## src/rtl/lamp_sequencer_pkg.sv

```systemverilog
// Shared definitions for the tail-light lamp sequencer: state encodings,
// sweep patterns and the default step prescaler divide.
package lamp_sequencer_pkg;

  typedef enum logic [1:0] {
    ST_IDLE   = 2'd0,
    ST_LEFT   = 2'd1,
    ST_RIGHT  = 2'd2,
    ST_HAZARD = 2'd3
  } lamp_state_t;

  localparam int DEFAULT_TICK_DIV = 2500000;

  localparam logic [2:0] PAT_STEP0 = 3'b000;
  localparam logic [2:0] PAT_STEP1 = 3'b001;
  localparam logic [2:0] PAT_STEP2 = 3'b011;
  localparam logic [2:0] PAT_STEP3 = 3'b111;

  // Thermometer sweep, innermost lamp first.
  function automatic logic [2:0] step_pattern(input logic [1:0] s);
    case (s)
      2'd0:    step_pattern = PAT_STEP0;
      2'd1:    step_pattern = PAT_STEP1;
      2'd2:    step_pattern = PAT_STEP2;
      default: step_pattern = PAT_STEP3;
    endcase
  endfunction

endpackage

```

## src/rtl/lamp_sequencer_prescaler.sv

```systemverilog
// Step prescaler: counts 0..TICK_DIV-1 while enabled, held at 0 otherwise.
// restart forces the count back to 0 so a new sweep starts on a full step.
module lamp_prescaler #(
  parameter int TICK_DIV = 4
) (
  input  logic       clock,
  input  logic       reset,
  input  logic       enable,
  input  logic       restart,
  output logic       tick,
  output logic [1:0] count
);

  localparam int CW = (TICK_DIV > 4) ? $clog2(TICK_DIV) : 2;

  logic [CW-1:0] cnt;

  always_ff @(posedge clock) begin
    if (reset || restart || !enable) begin
      cnt <= '0;
    end else if (cnt == CW'(TICK_DIV - 1)) begin
      cnt <= '0;
    end else begin
      cnt <= cnt + 1'b1;
    end
  end

  assign tick  = (cnt == CW'(TICK_DIV - 1));
  assign count = cnt[1:0];

endmodule

```

## src/rtl/lamp_sequencer.sv

```systemverilog
// Tail-light lamp scheduler: arbitrates turn/hazard/brake requests and
// sweeps 3 lamps per side. Optional 25% dim of unlit lamps: LAMP_DIM_EN.
module lamp_sequencer
  import lamp_sequencer_pkg::*;
#(
  parameter int TICK_DIV = DEFAULT_TICK_DIV,
  parameter int LAMPS    = 3
) (
  input  logic       clock,
  input  logic       reset,
  input  logic       req_left,
  input  logic       req_right,
  input  logic       req_hazard,
  input  logic       req_brake,
  output logic [2:0] lamp_left,
  output logic [2:0] lamp_right,
  output logic [1:0] state,
  output logic [1:0] step,
  output logic       seq_done
);

  lamp_state_t state_q, state_n, target;
  logic [1:0]  step_q, step_n;
  logic        brake_q;
  logic        seq_done_q, seq_done_n;
  logic        restart, presc_en, tick;
  logic [1:0]  count;
  logic [2:0]  pattern;

`ifdef LAMP_DIM_EN
  assign presc_en = 1'b1;
`else
  assign presc_en = (state_q != ST_IDLE);
  logic unused_count;
  assign unused_count = ^count;
`endif

  lamp_prescaler #(.TICK_DIV(TICK_DIV)) u_prescaler (
    .clock   (clock),
    .reset   (reset),
    .enable  (presc_en),
    .restart (restart),
    .tick    (tick),
    .count   (count)
  );

  always_comb begin
    target = ST_IDLE;
    if (req_hazard || (req_left && req_right)) target = ST_HAZARD;
    else if (req_left)                         target = ST_LEFT;
    else if (req_right)                        target = ST_RIGHT;
  end

  // Only entry from IDLE and hazard preemption cut a sweep short;
  // every other change waits for the wrap tick.
  always_comb begin
    state_n    = state_q;
    step_n     = step_q;
    restart    = 1'b0;
    seq_done_n = 1'b0;
    if (state_q == ST_IDLE) begin
      if (target != ST_IDLE) begin
        state_n = target;
        step_n  = 2'd0;
        restart = 1'b1;
      end
    end else if (target == ST_HAZARD && state_q != ST_HAZARD) begin
      state_n = ST_HAZARD;
      step_n  = 2'd0;
      restart = 1'b1;
    end else if (tick) begin
      step_n = step_q + 2'd1;
      if (step_q == 2'd3) begin
        seq_done_n = 1'b1;
        state_n    = target;
      end
    end
  end

  always_ff @(posedge clock) begin
    if (reset) begin
      state_q    <= ST_IDLE;
      step_q     <= 2'd0;
      brake_q    <= 1'b0;
      seq_done_q <= 1'b0;
    end else begin
      state_q    <= state_n;
      step_q     <= step_n;
      brake_q    <= req_brake;
      seq_done_q <= seq_done_n;
    end
  end

  assign pattern = step_pattern(step_q);

  always_comb begin
    lamp_left  = brake_q ? 3'b111 : 3'b000;
    lamp_right = brake_q ? 3'b111 : 3'b000;
    case (state_q)
      ST_LEFT:   lamp_left = pattern;
      ST_RIGHT:  lamp_right = pattern;
      ST_HAZARD: begin
        lamp_left  = pattern;
        lamp_right = pattern;
      end
      default: ;
    endcase
`ifdef LAMP_DIM_EN
    if (state_q != ST_HAZARD && count == 2'd0) begin
      lamp_left  = 3'b111;
      lamp_right = 3'b111;
    end
`endif
  end

  assign state    = state_q;
  assign step     = step_q;
  assign seq_done = seq_done_q;

endmodule

```

## config.mk

```make
export PLATFORM = sky130hd
export DESIGN_NAME = lamp_sequencer
export DESIGN_NICKNAME = d
export VERILOG_FILES = /design/src/rtl/lamp_sequencer_pkg.sv /design/src/rtl/lamp_sequencer_prescaler.sv /design/src/rtl/lamp_sequencer.sv
export SDC_FILE = /design/constraint.sdc
export NUM_CORES = 1
export LEC_CHECK = 0
export BUFFER_PORTS_ARGS = -buffer_cell sky130_fd_sc_hd__buf_4
export CORE_MARGIN = 8
export CORE_UTILIZATION = 35
export CTS_CLUSTER_SIZE = 40
export DETAILED_ROUTE_END_ITERATION = 8
export GPL_TIMING_DRIVEN = 0
export PLACE_DENSITY = 0.48
export SETUP_SLACK_MARGIN = 0.4
export SYNTH_ARGS = -nofsm -noshare
export SYNTH_HDL_FRONTEND = slang
export SYNTH_HIERARCHICAL = 1
export SYNTH_SLANG_ARGS = --single-unit
```

## constraint.sdc

```tcl
create_clock -name clock -period 4.5 [get_ports clock]
set_clock_uncertainty 0.2 [all_clocks]
set_input_delay 0.675 -clock clock [delete_from_list [all_inputs] [get_ports clock]]
set_output_delay 0.675 -clock clock [all_outputs]
set_load 0.01 [all_outputs]
```

[Word level (Yosys, flattened, before mapping)]
Cells that the tools add are included.
Word-level totals
  register bits: 28
  bits of input ports: 6
  output and inout port bits: 11
Cells by class
  $add $sub $neg: 2
  equality and inequality tests: 10
  multiplexer cells: 20
  bitwise gates (word level): 1
  reduce and logical (&&, ||, !) cells: 18
Operator list (count)
  2-bit 2-to-1 mux: 12
  22-bit by 1-bit adder with 22-bit output (second input constant): 1
  22-bit equality test (second input constant): 1
  2-bit equality test (second input constant): 5
  3-bit 2-to-1 mux: 3
  3-bit case mux with 3 select lines: 1
  3-bit nonzero test: 2
  2-bit OR reduction: 3
  2-bit by 1-bit equality test with 1-bit output (second input constant): 2
  2-bit logical NOT: 2
  1-bit 2-to-1 mux: 4
  2-bit nonzero test: 2
  4-bit OR reduction: 1
  1-bit logical OR: 3
  3-bit AND reduction: 1
  2-bit by 1-bit adder with 2-bit output (second input constant): 1
  1-bit logical AND: 2
  2-bit by 1-bit != test with 1-bit output (second input constant): 1
  2-bit != test (second input constant): 1
  2-bit AND reduction: 1
  1-bit logical NOT: 1
  1-bit NOT: 1

[Depth between registers and ports, before layout]
Gate-level depths: netlist of run 1.
  word-level depth: 10
  depth in mapped cells: 7
  depth with buffers taken out: 7

[Modules after synthesis]
The synthesis of run 1 kept the hierarchy.
By module, submodules not included
  lamp_prescaler: times used 1, cells each 123, area an instance 1026.0 um^2, sequential area each 440.4 um^2
  lamp_sequencer: times used 1, cells each 47, area an instance 430.4 um^2, sequential area each 120.1 um^2

[Worst setup path before layout of run 1]
OpenSTA, ideal clock, no wires.
  kind: reg-to-reg
  from: register u_prescaler.cnt[2]
  to: register u_prescaler.cnt[19]
  setup time: 70 ps
  arrival: 1762 ps
  required time: 4230 ps
  path slack: 2468 ps
  stages on the path, launching flop included: 6
  path buffers: 1
  path through: dfxtp_1 nand3_2 or4_1 buf_2 or4_1 a21oi_1
Between the ends
  cells in the longest elaborated chain, start to end: 2
Ends and longest elaborated chain
  start, declared: line lamp_sequencer_prescaler.sv:16  | logic [CW-1:0] cnt;
  start signal, assigned: line lamp_sequencer_prescaler.sv:24  | cnt <= cnt + 1'b1;
  branches (longest 2 deep; another with 22-bit by 1-bit adder with 22-bit output)
Several ways; the timed one is not identified.
A chain may end at the register's enable or synchronous reset.

[Final worst setup path of run 1]
  from: register step_q[1] (netlist: step[1])
  to: output port lamp_left[1]
Between the ends
  cells in the longest elaborated chain, start to end: 3
Ends and longest elaborated chain
  start, declared: line lamp_sequencer.sv:23  | logic [1:0] step_q, step_n;
  start signal, assigned: line lamp_sequencer.sv:88  | step_q <= step_n;
  2-bit equality test, or another cell as far along: line lamp_sequencer_pkg.sv:21  | case (s)
  3-bit case mux with 3 select lines *: line lamp_sequencer_pkg.sv:21
  3-bit 2-to-1 mux *: line lamp_sequencer.sv:99  | case (state_q)
  end, declared: line lamp_sequencer.sv:15  | output logic [2:0] lamp_left,
Mark *: on every way between the ends. The rest lies on a longest branch, timed or not.

==> metrics.txt, run 1 <==
gr ovfl total=0; clock slew at reported path FFs=0.09 ns; Fin. Hold Viols=0; CP Class=reg -> out; WHS Endpoint=u_prescaler/cnt[0]; met3 wire len=175 um; DRT Pass-1 Iters=4; # DRC=0; Syn Inst Count=168; M1 WL=1560 um; CP arrival=1.40 ns; Comb power frac=11.7%; r2r setup slk=2.29 ns; Pins Over Slew Limit=0; initial antenna violation count=0; fin crit share=50.5%; footprint of the multi-input gates=827 um^2; width of the die=80.2 um; Die Area=6430 um^2; # fillers=416; status=finished, final reports clean; Via density=5.22; CTS-repair resized insts=0; initial DRC count=69; Hold WC Path Type=reg -> reg; WL met2=1420 um; number of setup violations in the final report=0; worst slew pin tran=0.592 ns; Mean Syn Cell Area=8.58 um^2; DR WL/cell=13.3 um; Int Pwr=0.000400 W; pwr dens=303 nW/um^2; Top Layer Used=met4; final wirelength=3170 um; Max-Cap Viols=0; Min Clock Period, post-route=2.27 ns; Clock Power Share=38.6%; Post-Syn Nets=178; Leakage=0.541 nW; switching share of power=22.1%; Core ar.=3970 um^2; Sequential cell area=561 um^2; layout cells sized above 1=18.1%; YS warnings=6; total I/O pin count=17; clock buffer depth=2; vias=1,242; CTS Hold Bufs=0; CP Launch Type=flip-flop; min-delay src=u_prescaler/cnt[0]; cell count of the worst hold path=1; TritonCTS Buffers=3; RSZ-0062 raised after global routing=no; reg2reg end=u_prescaler/cnt[11]; Final HPWL DP=2440 um; Post-CTS Setup Bufs=0; nets=199; Total GRT Usage=10.4%; Switch Pwr=0.000114 W; Util after Layout=42.7%; Clock Latency Late Sink=0.27 ns; Max VDD drop=0.108 mV; Fmax achieved=440 MHz; Initial Utilization=36.3%; CTS root buf=clkbuf_8; Register-to-Register Path Depth=6; CP Max Fanout=5; worst reg2reg path startpoint=u_prescaler/cnt[11]; TritonCTS clock tree=done; # diodes=0; RD Place Congestion=0.719; floorplan die height=80.2 um; area delta synth->final=17.6%; max_slew headroom=60.2%; largest net degree at the start of global routing=17; first-pass GRT wire length=5460 um; Sequential Power Share=49.7%; Worst EP required=3.62 ns; setup TNS=0 ns; Port Buffer Count=16; crit path capture type=output pin; Post-Syn Area=1440 um^2; WHS=0.273 ns; H-tree Lvls=1; Routed Antenna Nets=0; Clock Sinks=28; vias in the first global route=1,150; cell row count=23
## power by group through the flow
stage	sequential (W)	combinational, W	clock [W]
6_report	0.000256	0.0000601	0.000198
3_3_place_gp	0.000261	0.0000594	0
4_1_cts	0.000256	0.0000609	0.000206
5_1_grt	0.000256	0.0000654	0.000221
3_5_place_dp	0.000261	0.0000606	0
2_1_floorplan	0.000262	0.0000346	0
## layer usage
| metal | track usage [%] | up-vias |
|---|---|---|
| met3 | 2.34 | 2 |
| met4 | 3.27 | 0 |
| met1 | 14.0 | 574 |
| met2 | 16.1 | 29 |
| met5 | 0 | - |
| li1 | - | 637 |
## sequential cells by signal, summed over array words and instances (netlist names)
signal and flops:
state 2, step 2, seq_done 1, u_prescaler/cnt 22
brake_q 1
## through the flow
stage	worst slack (ns)	cell area, um^2	power (W)	instances
final	2.23	1700	0.000514	238
after global routing	2.02	1700	0.000543	238
after floorplan	2.47	1440	0.000296	168
after global placement	2.22	1620	0.000321	234
after detailed placement	2.18	1620	0.000322	234
after CTS	2.20	1700	0.000523	238
## worst max-delay path, cell delays in order, from the launching register on
cell,delay [ns]
dfxtp_1,0.41
ha_1,0.32
nor2_1,0.11
a21oi_1,0.15
buf_4,0.14
## final cells by class
class                      count  share of cell area, %
timing repair buffer          16                   7.08
buffer                         7                   2.07
inverter                       5                   1.11
clock inverter                 1                   1.77
tap                           50                   3.69
multi-input combinational    128                   48.8
sequential                    28                   33.1
clock buffer                   3                   2.44
## cell usage in the layout, fill, tap and decap left out, types with 6 or more instances in the layout
master	count
nor2_1	22
buf_4	16
or3_1	6
dfxtp_1	28
xor2_1	6
o21ai_0	7
nand4_1	6
xnor2_1	6
nand2_1	16
a21oi_1	14
## worst max-delay path by stage
stage / slack, ns / endpoint / start
2_1_floorplan: 2.47 / u_prescaler/cnt[19] / u_prescaler/cnt[2]
3_3_place_gp: 2.22 / u_prescaler/cnt[10] / req_left
3_5_place_dp: 2.18 / u_prescaler/cnt[11] / req_left
4_1_cts: 2.20 / lamp_right[1] / step[1]
5_1_grt: 2.02 / u_prescaler/cnt[10] / u_prescaler/cnt[11]
6_report: 2.23 / lamp_left[1] / step[1]
No activity file was read; power rests on OpenSTA's default activity.
==> inputs of run 2 (changes only) <==
--- a/config.mk
+++ b/config.mk
@@ -11,7 +11,7 @@
 export CTS_CLUSTER_SIZE = 40
 export DETAILED_ROUTE_END_ITERATION = 8
 export GPL_TIMING_DRIVEN = 0
-export PLACE_DENSITY = 0.48
+export PLACE_DENSITY = 0.5
 export SETUP_SLACK_MARGIN = 0.4
 export SYNTH_ARGS = -nofsm -noshare
 export SYNTH_HDL_FRONTEND = slang
==> constraint.sdc (replaced) <==
create_clock -name clock -period 2.03 [get_ports clock]
set_clock_uncertainty 0.2 [all_clocks]
set_input_delay 0.3045 -clock clock [delete_from_list [all_inputs] [get_ports clock]]
set_output_delay 0.3045 -clock clock [all_outputs]
set_load 0.01 [all_outputs]
==> metrics.txt, run 2 (same netlist as run 1, synthesis figures left out) <==
status=finished, final reports clean (unchanged); commonest non-fill, non-tap cell in the layout=buf_4 (was dfxtp_1); clock slew at reported path FFs=0.09 ns (about the same); Routed Antenna Nets=0 (unchanged); worst slew pin tran=0.549 ns (was 0.592 ns); Final HPWL DP=2370 um (was 2440 um); number of setup violations in the final report=0 (unchanged); Via density=5.30 (was 5.22); Comb power frac=16.2% (was 11.7%); Worst EP required=2.04 ns (was 3.62 ns); Max-Cap Viols=0 (unchanged); # DRC=0 (unchanged); nets=226 (was 199); Sequential Power Share=47.3% (was 49.7%); Largest register FFs=22 (unchanged); Pins Over Slew Limit=0 (unchanged); H-tree Lvls=1 (unchanged); largest net degree at the start of global routing=17 (unchanged); floorplan die height=80.2 um (unchanged); layout cells sized above 1=53.0% (was 18.1%); gr ovfl total=0 (unchanged); pwr dens=521 nW/um^2 (was 303 nW/um^2); RD Place Congestion=0.756 (was 0.719); Clock Sinks=28 (unchanged); Clock Latency Late Sink=0.27 ns (about the same); Hold WC Path Type=in -> reg (was reg -> reg); DR WL/cell=14.1 um (was 13.3 um); CP arrival=1.99 ns (was 1.40 ns); Total GRT Usage=12.1% (was 10.4%); switching share of power=22.6% (was 22.1%); fin crit share=97.7%; width of the die=80.2 um (unchanged); cell count after placement=234 (unchanged); setup TNS=0 ns (unchanged); Min Clock Period, post-route=1.98 ns; crit path capture type=flip-flop (was output pin); Leakage=0.790 nW (was 0.541 nW); vias in the first global route=1,341 (was 1,150); first-pass GRT wire length=6270 um (was 5460 um); Fin. Hold Viols=0 (unchanged); Top reg by flops=u_prescaler/cnt (unchanged); Port Buffer Count=16 (unchanged); CP Max Fanout=7 (was 5); Die Area=6430 um^2 (unchanged); Switch Pwr=0.000268 W (was 0.000114 W); CP Launch Type=flip-flop (unchanged); RSZ-0062 raised after global routing=yes (was no); Int Pwr=0.000918 W (was 0.000400 W); cell row count=23 (unchanged); initial DRC count=69 (unchanged); CTS root buf=clkbuf_8 (unchanged); Max VDD drop=0.322 mV (was 0.108 mV); final wirelength=3750 um (was 3170 um); Core ar.=3970 um^2 (unchanged); DRT Pass-1 Iters=4 (unchanged); # diodes=0 (unchanged); CP Class=reg -> reg (was reg -> out); commonest non-fill, non-tap cells in the layout=buf_4 (32), nand2_1 (14), nor2_1 (13), buf_6 (11), dfxtp_1 (11) (was dfxtp_1 (28), nor2_1 (22), nand2_1 (16), buf_4 (16), a21oi_1 (14)); r2r setup slk=0.05 ns (was 2.29 ns); total I/O pin count=17 (unchanged); TritonCTS Buffers=3 (unchanged); Initial Utilization=36.3% (unchanged); clock buffer depth=2 (unchanged); TritonCTS clock tree=done (unchanged); fin cells=265 (was 238); initial antenna violation count=0 (unchanged); max_slew headroom=63.0% (was 60.2%); vias=1,405 (was 1,242); Clock Power Share=36.6% (was 38.6%); area delta synth->final=58.0% (was 17.6%); Fmax achieved=504 MHz
## run 2: cell count changes in the layout (fill, tap and decap cells not counted), sizes merged
cell	change
buf	+28
clkbuf	-1
## run 2: final cells by class
| type | count | area (um^2) |
|---|---|---|
| inverter | 5 | 23.8 |
| fill | 347 | 1690 |
| timing repair buffer | 43 | 372 |
| multi-input combinational | 128 | 1030 |
| buffer | 7 | 115 |
| sequential | 28 | 602 |
| clock inverter | 1 | 30.0 |
| tap | 50 | 62.6 |
| clock buffer | 3 | 41.3 |
## run 2: per-stage QoR
step / hold slack, ns / worst slack, ns / power (W) / util, % / area [um^2]
floorplan: 0.176 / 0.149 / 0.000659 / - / 1520
global placement: 0.244 / 0.0255 / 0.000713 / 42.8 / 1700
detailed placement: 0.245 / 0.0282 / 0.000717 / 42.8 / 1700
CTS: 0.0358 / 0.0255 / 0.00120 / 54.4 / 2160
global route: 0.0637 / -0.0455 / 0.00123 / 57.3 / 2280
finish: 0.0552 / 0.0465 / 0.00119 / 57.3 / 2280
## run 2: final timing paths
check | from | endpoint | cells after the start
worst max-delay path | u_prescaler/cnt[12] | u_prescaler/cnt[21] | 5
worst min-delay path | reset | brake_q | 2
worst max register to register | u_prescaler/cnt[12] | u_prescaler/cnt[21] | 5
worst min register to register | u_prescaler/cnt[21] | u_prescaler/cnt[21] | 2
## run 2: critical path, stage by stage, from the launching register on
cell      delay (ns)
dfxtp_1         0.33
clkbuf_8        0.15
nand4_1         0.17
or3_4           0.44
or4_1           0.51
a21oi_1         0.13
## run 2: what timing repair did
action,4_1_cts,5_1_grt
endpoints found under the hold margin,0,0
buffers inserted,20,5
pin swaps,18,16
hold buffers,0,0
gates resized for setup,51,24
endpoints found under the setup margin,32,33
gates cloned,2,0
## run 2: power by group through the flow
stage,logic (W),clock network [W],registers [W]
floorplan,0.0000790,0,0.000580
finish,0.000192,0.000434,0.000560
CTS,0.000183,0.000456,0.000563
global placement,0.000134,0,0.000579
detailed placement,0.000138,0,0.000580
global route,0.000206,0.000466,0.000563
## run 2: routing by layer
metal	wire length (um)	vias up	GRT usage, %
met5	0	-	0
met1	1630	677	14.7
li1	-	689	-
met4	25	0	4.18
met3	190	4	3.24
met2	1900	35	20.1
==> inputs of run 3 (changes only) <==
--- a/config.mk
+++ b/config.mk
@@ -6,6 +6,7 @@
 export NUM_CORES = 1
 export LEC_CHECK = 0
 export BUFFER_PORTS_ARGS = -buffer_cell sky130_fd_sc_hd__buf_4
+export CORE_ASPECT_RATIO = 0.75
 export CORE_MARGIN = 8
 export CORE_UTILIZATION = 35
 export CTS_CLUSTER_SIZE = 40
==> metrics.txt, run 3 (same netlist as run 1, synthesis figures left out) <==
Top reg by flops=u_prescaler/cnt (unchanged); CP max stage delay=0.53 ns (was 0.51 ns); vias=1,390 (was 1,405); Clock Sinks=28 (unchanged); r2r setup slk=0.02 ns (was 0.05 ns); Clock Latency Late Sink=0.28 ns (was 0.27 ns); Register-to-Register Path Depth=6 (was 5); floorplan die height=71.6 um (was 80.2 um); initial antenna violation count=0 (unchanged); CP Launch Type=flip-flop (unchanged); # diodes=0 (unchanged); gr ovfl total=0 (unchanged); area delta synth->final=58.1% (was 58.0%); Total GRT Usage=11.7% (was 12.1%); # fillers=370 (was 347); Min Clock Period, post-route=2.01 ns (was 1.98 ns); RD Place Congestion=0.756 (about the same); largest net degree at the start of global routing=17 (unchanged); CTS root buf=clkbuf_8 (unchanged); CTS Hold Bufs=0 (unchanged); width of the die=90.1 um (was 80.2 um); setup TNS=0 ns (unchanged); status=finished, final reports clean (unchanged); commonest non-fill, non-tap cells in the layout=buf_4 (33), nand2_1 (13), dfxtp_1 (11), nor2_4 (10) (was buf_4 (32), nand2_1 (14), nor2_1 (13), buf_6 (11), dfxtp_1 (11)); clock buffer depth=2 (unchanged); nets=223 (was 226); RSZ-0062 raised after global routing=yes (unchanged); worst slew pin tran=0.437 ns (was 0.549 ns); cell row count=20 (was 23); cell count of the worst hold path=2 (unchanged); clock slew at reported path FFs=0.10 ns (was 0.09 ns); CP Class=reg -> reg (unchanged); Max-Cap Viols=0 (unchanged); Core ar.=4000 um^2 (was 3970 um^2); fin crit share=98.8% (was 97.7%); crit-path cells=ha_4 > nand4_1 > or4_4 > buf_8 > or3_4 > a21oi_2 (was clkbuf_8 > nand4_1 > or3_4 > or4_1 > a21oi_1); Hold WC Path Type=in -> reg (unchanged); Pwr Total=0.00114 W (was 0.00119 W); Pins Over Slew Limit=0 (unchanged); number of setup violations in the final report=0 (unchanged); Largest register FFs=22 (unchanged); Worst EP required=2.04 ns (about the same); CP arrival=2.02 ns (was 1.99 ns); TritonCTS Buffers=3 (unchanged); first-pass GRT wire length=6320 um (was 6270 um); Fmax achieved=498 MHz (was 504 MHz); final wirelength=4070 um (was 3750 um); Max VDD drop=0.298 mV (was 0.322 mV); layout cells sized above 1=54.7% (was 53.0%); Routed Antenna Nets=0 (unchanged); crit path capture type=flip-flop (unchanged); commonest non-fill, non-tap cell in the layout=buf_4 (unchanged); H-tree Lvls=1 (unchanged); total I/O pin count=17 (unchanged); pwr dens=500 nW/um^2 (was 521 nW/um^2); Final HPWL DP=2420 um (was 2370 um); CP Max Fanout=6 (was 7); TritonCTS clock tree=done (unchanged); initial DRC count=36 (was 69); Port Buffer Count=16 (unchanged); DR WL/cell=15.3 um (was 14.1 um); # DRC=0 (unchanged); Initial Utilization=36.0% (was 36.3%); vias in the first global route=1,322 (was 1,341); Die Area=6450 um^2 (was 6430 um^2); Via density=5.21 (was 5.30); Fin. Hold Viols=0 (unchanged); max_slew headroom=70.6% (was 63.0%); slowest CP cell=or4_4 (was or4_1); DRT Pass-1 Iters=4 (unchanged); Leakage=0.741 nW (was 0.790 nW)
==> run 3: cell count changes in the layout (fill, tap and decap cells not counted), moves of 2 or more <==
cell	before	now
nor2_4	2	10
buf_6	11	7
nor2_1	13	9
nor2_2	7	3
ha_1	0	2
ha_4	4	2
inv_4	2	0
mux2_2	0	2
mux2_4	2	0
nand2_2	1	3
==> run 3: metrics by stage <==
stage	hold WS (ns)	utilization [%]	cell area [um^2]	instances	setup slack, ns
after detailed placement	0.245	42.6	1710	239	-0.0172
after global routing	0.0393	56.9	2280	267	-0.0197
final	0.0322	56.9	2280	267	0.0237
after floorplan	0.176	-	1520	168	0.149
after CTS	0.0246	51.8	2080	260	0.0161
after global placement	0.241	42.6	1710	239	0.0349
==> run 3: where the power goes <==
part	internal [W]	total (W)	switching [W]
registers	0.000547	0.000558	0.0000111
clock network	0.000215	0.000392	0.000177
logic	0.0000990	0.000188	0.0000892
total	0.000860	0.00114	0.000278
==> run 3: final cells by class <==
cell class	instances	area, um^2	share of cell area (%)
Multi-Input combinational cell	128	1070	47.0
Sequential cell	28	604	26.5
Timing Repair Buffer	40	334	14.7
Buffer	7	115	5.05
Tap cell	55	68.8	3.02
Clock buffer	4	66.3	2.91
Inverter	5	18.8	0.824
==> run 3: worst max-delay path: cells and delay by family, from the launching register on <==
kind	cells	cell delay, ns
simple gates	3	0.95
compound gates	1	0.13
buf+inv	1	0.15
fa+ha+maj	1	0.13
flops	1	0.38
==> run 3: timing repair <==
| item | 4_1_cts | 5_1_grt |
|---|---|---|
| buffers inserted | 15 | 7 |
| gates cloned | 2 | 0 |
| setup endpoints to repair | 32 | 33 |
| pin swaps | 14 | 7 |
| resized for setup | 36 | 43 |
==> run 3: final timing paths <==
| check | start | to |
|---|---|---|
| worst max-delay path | u_prescaler/cnt[1] | u_prescaler/cnt[14] |
| worst min-delay path | req_brake | brake_q |
| worst max register to register | u_prescaler/cnt[1] | u_prescaler/cnt[14] |
| worst min register to register | u_prescaler/cnt[0] | u_prescaler/cnt[0] |
==> run 3: metal layers <==
| layer | GRT usage (%) | wire (um) | share of wire, % | vias to the layer above |
|---|---|---|---|---|
| li1 | - | - | - | 685 |
| met1 | 14.5 | 1850 | 45 | 680 |
| met2 | 20.0 | 2060 | 51 | 23 |
| met3 | 3.24 | 140 | 3.4 | 2 |
| met4 | 2.21 | 17 | 0.42 | 0 |
| met5 | 0 | 0 | 0 | - |
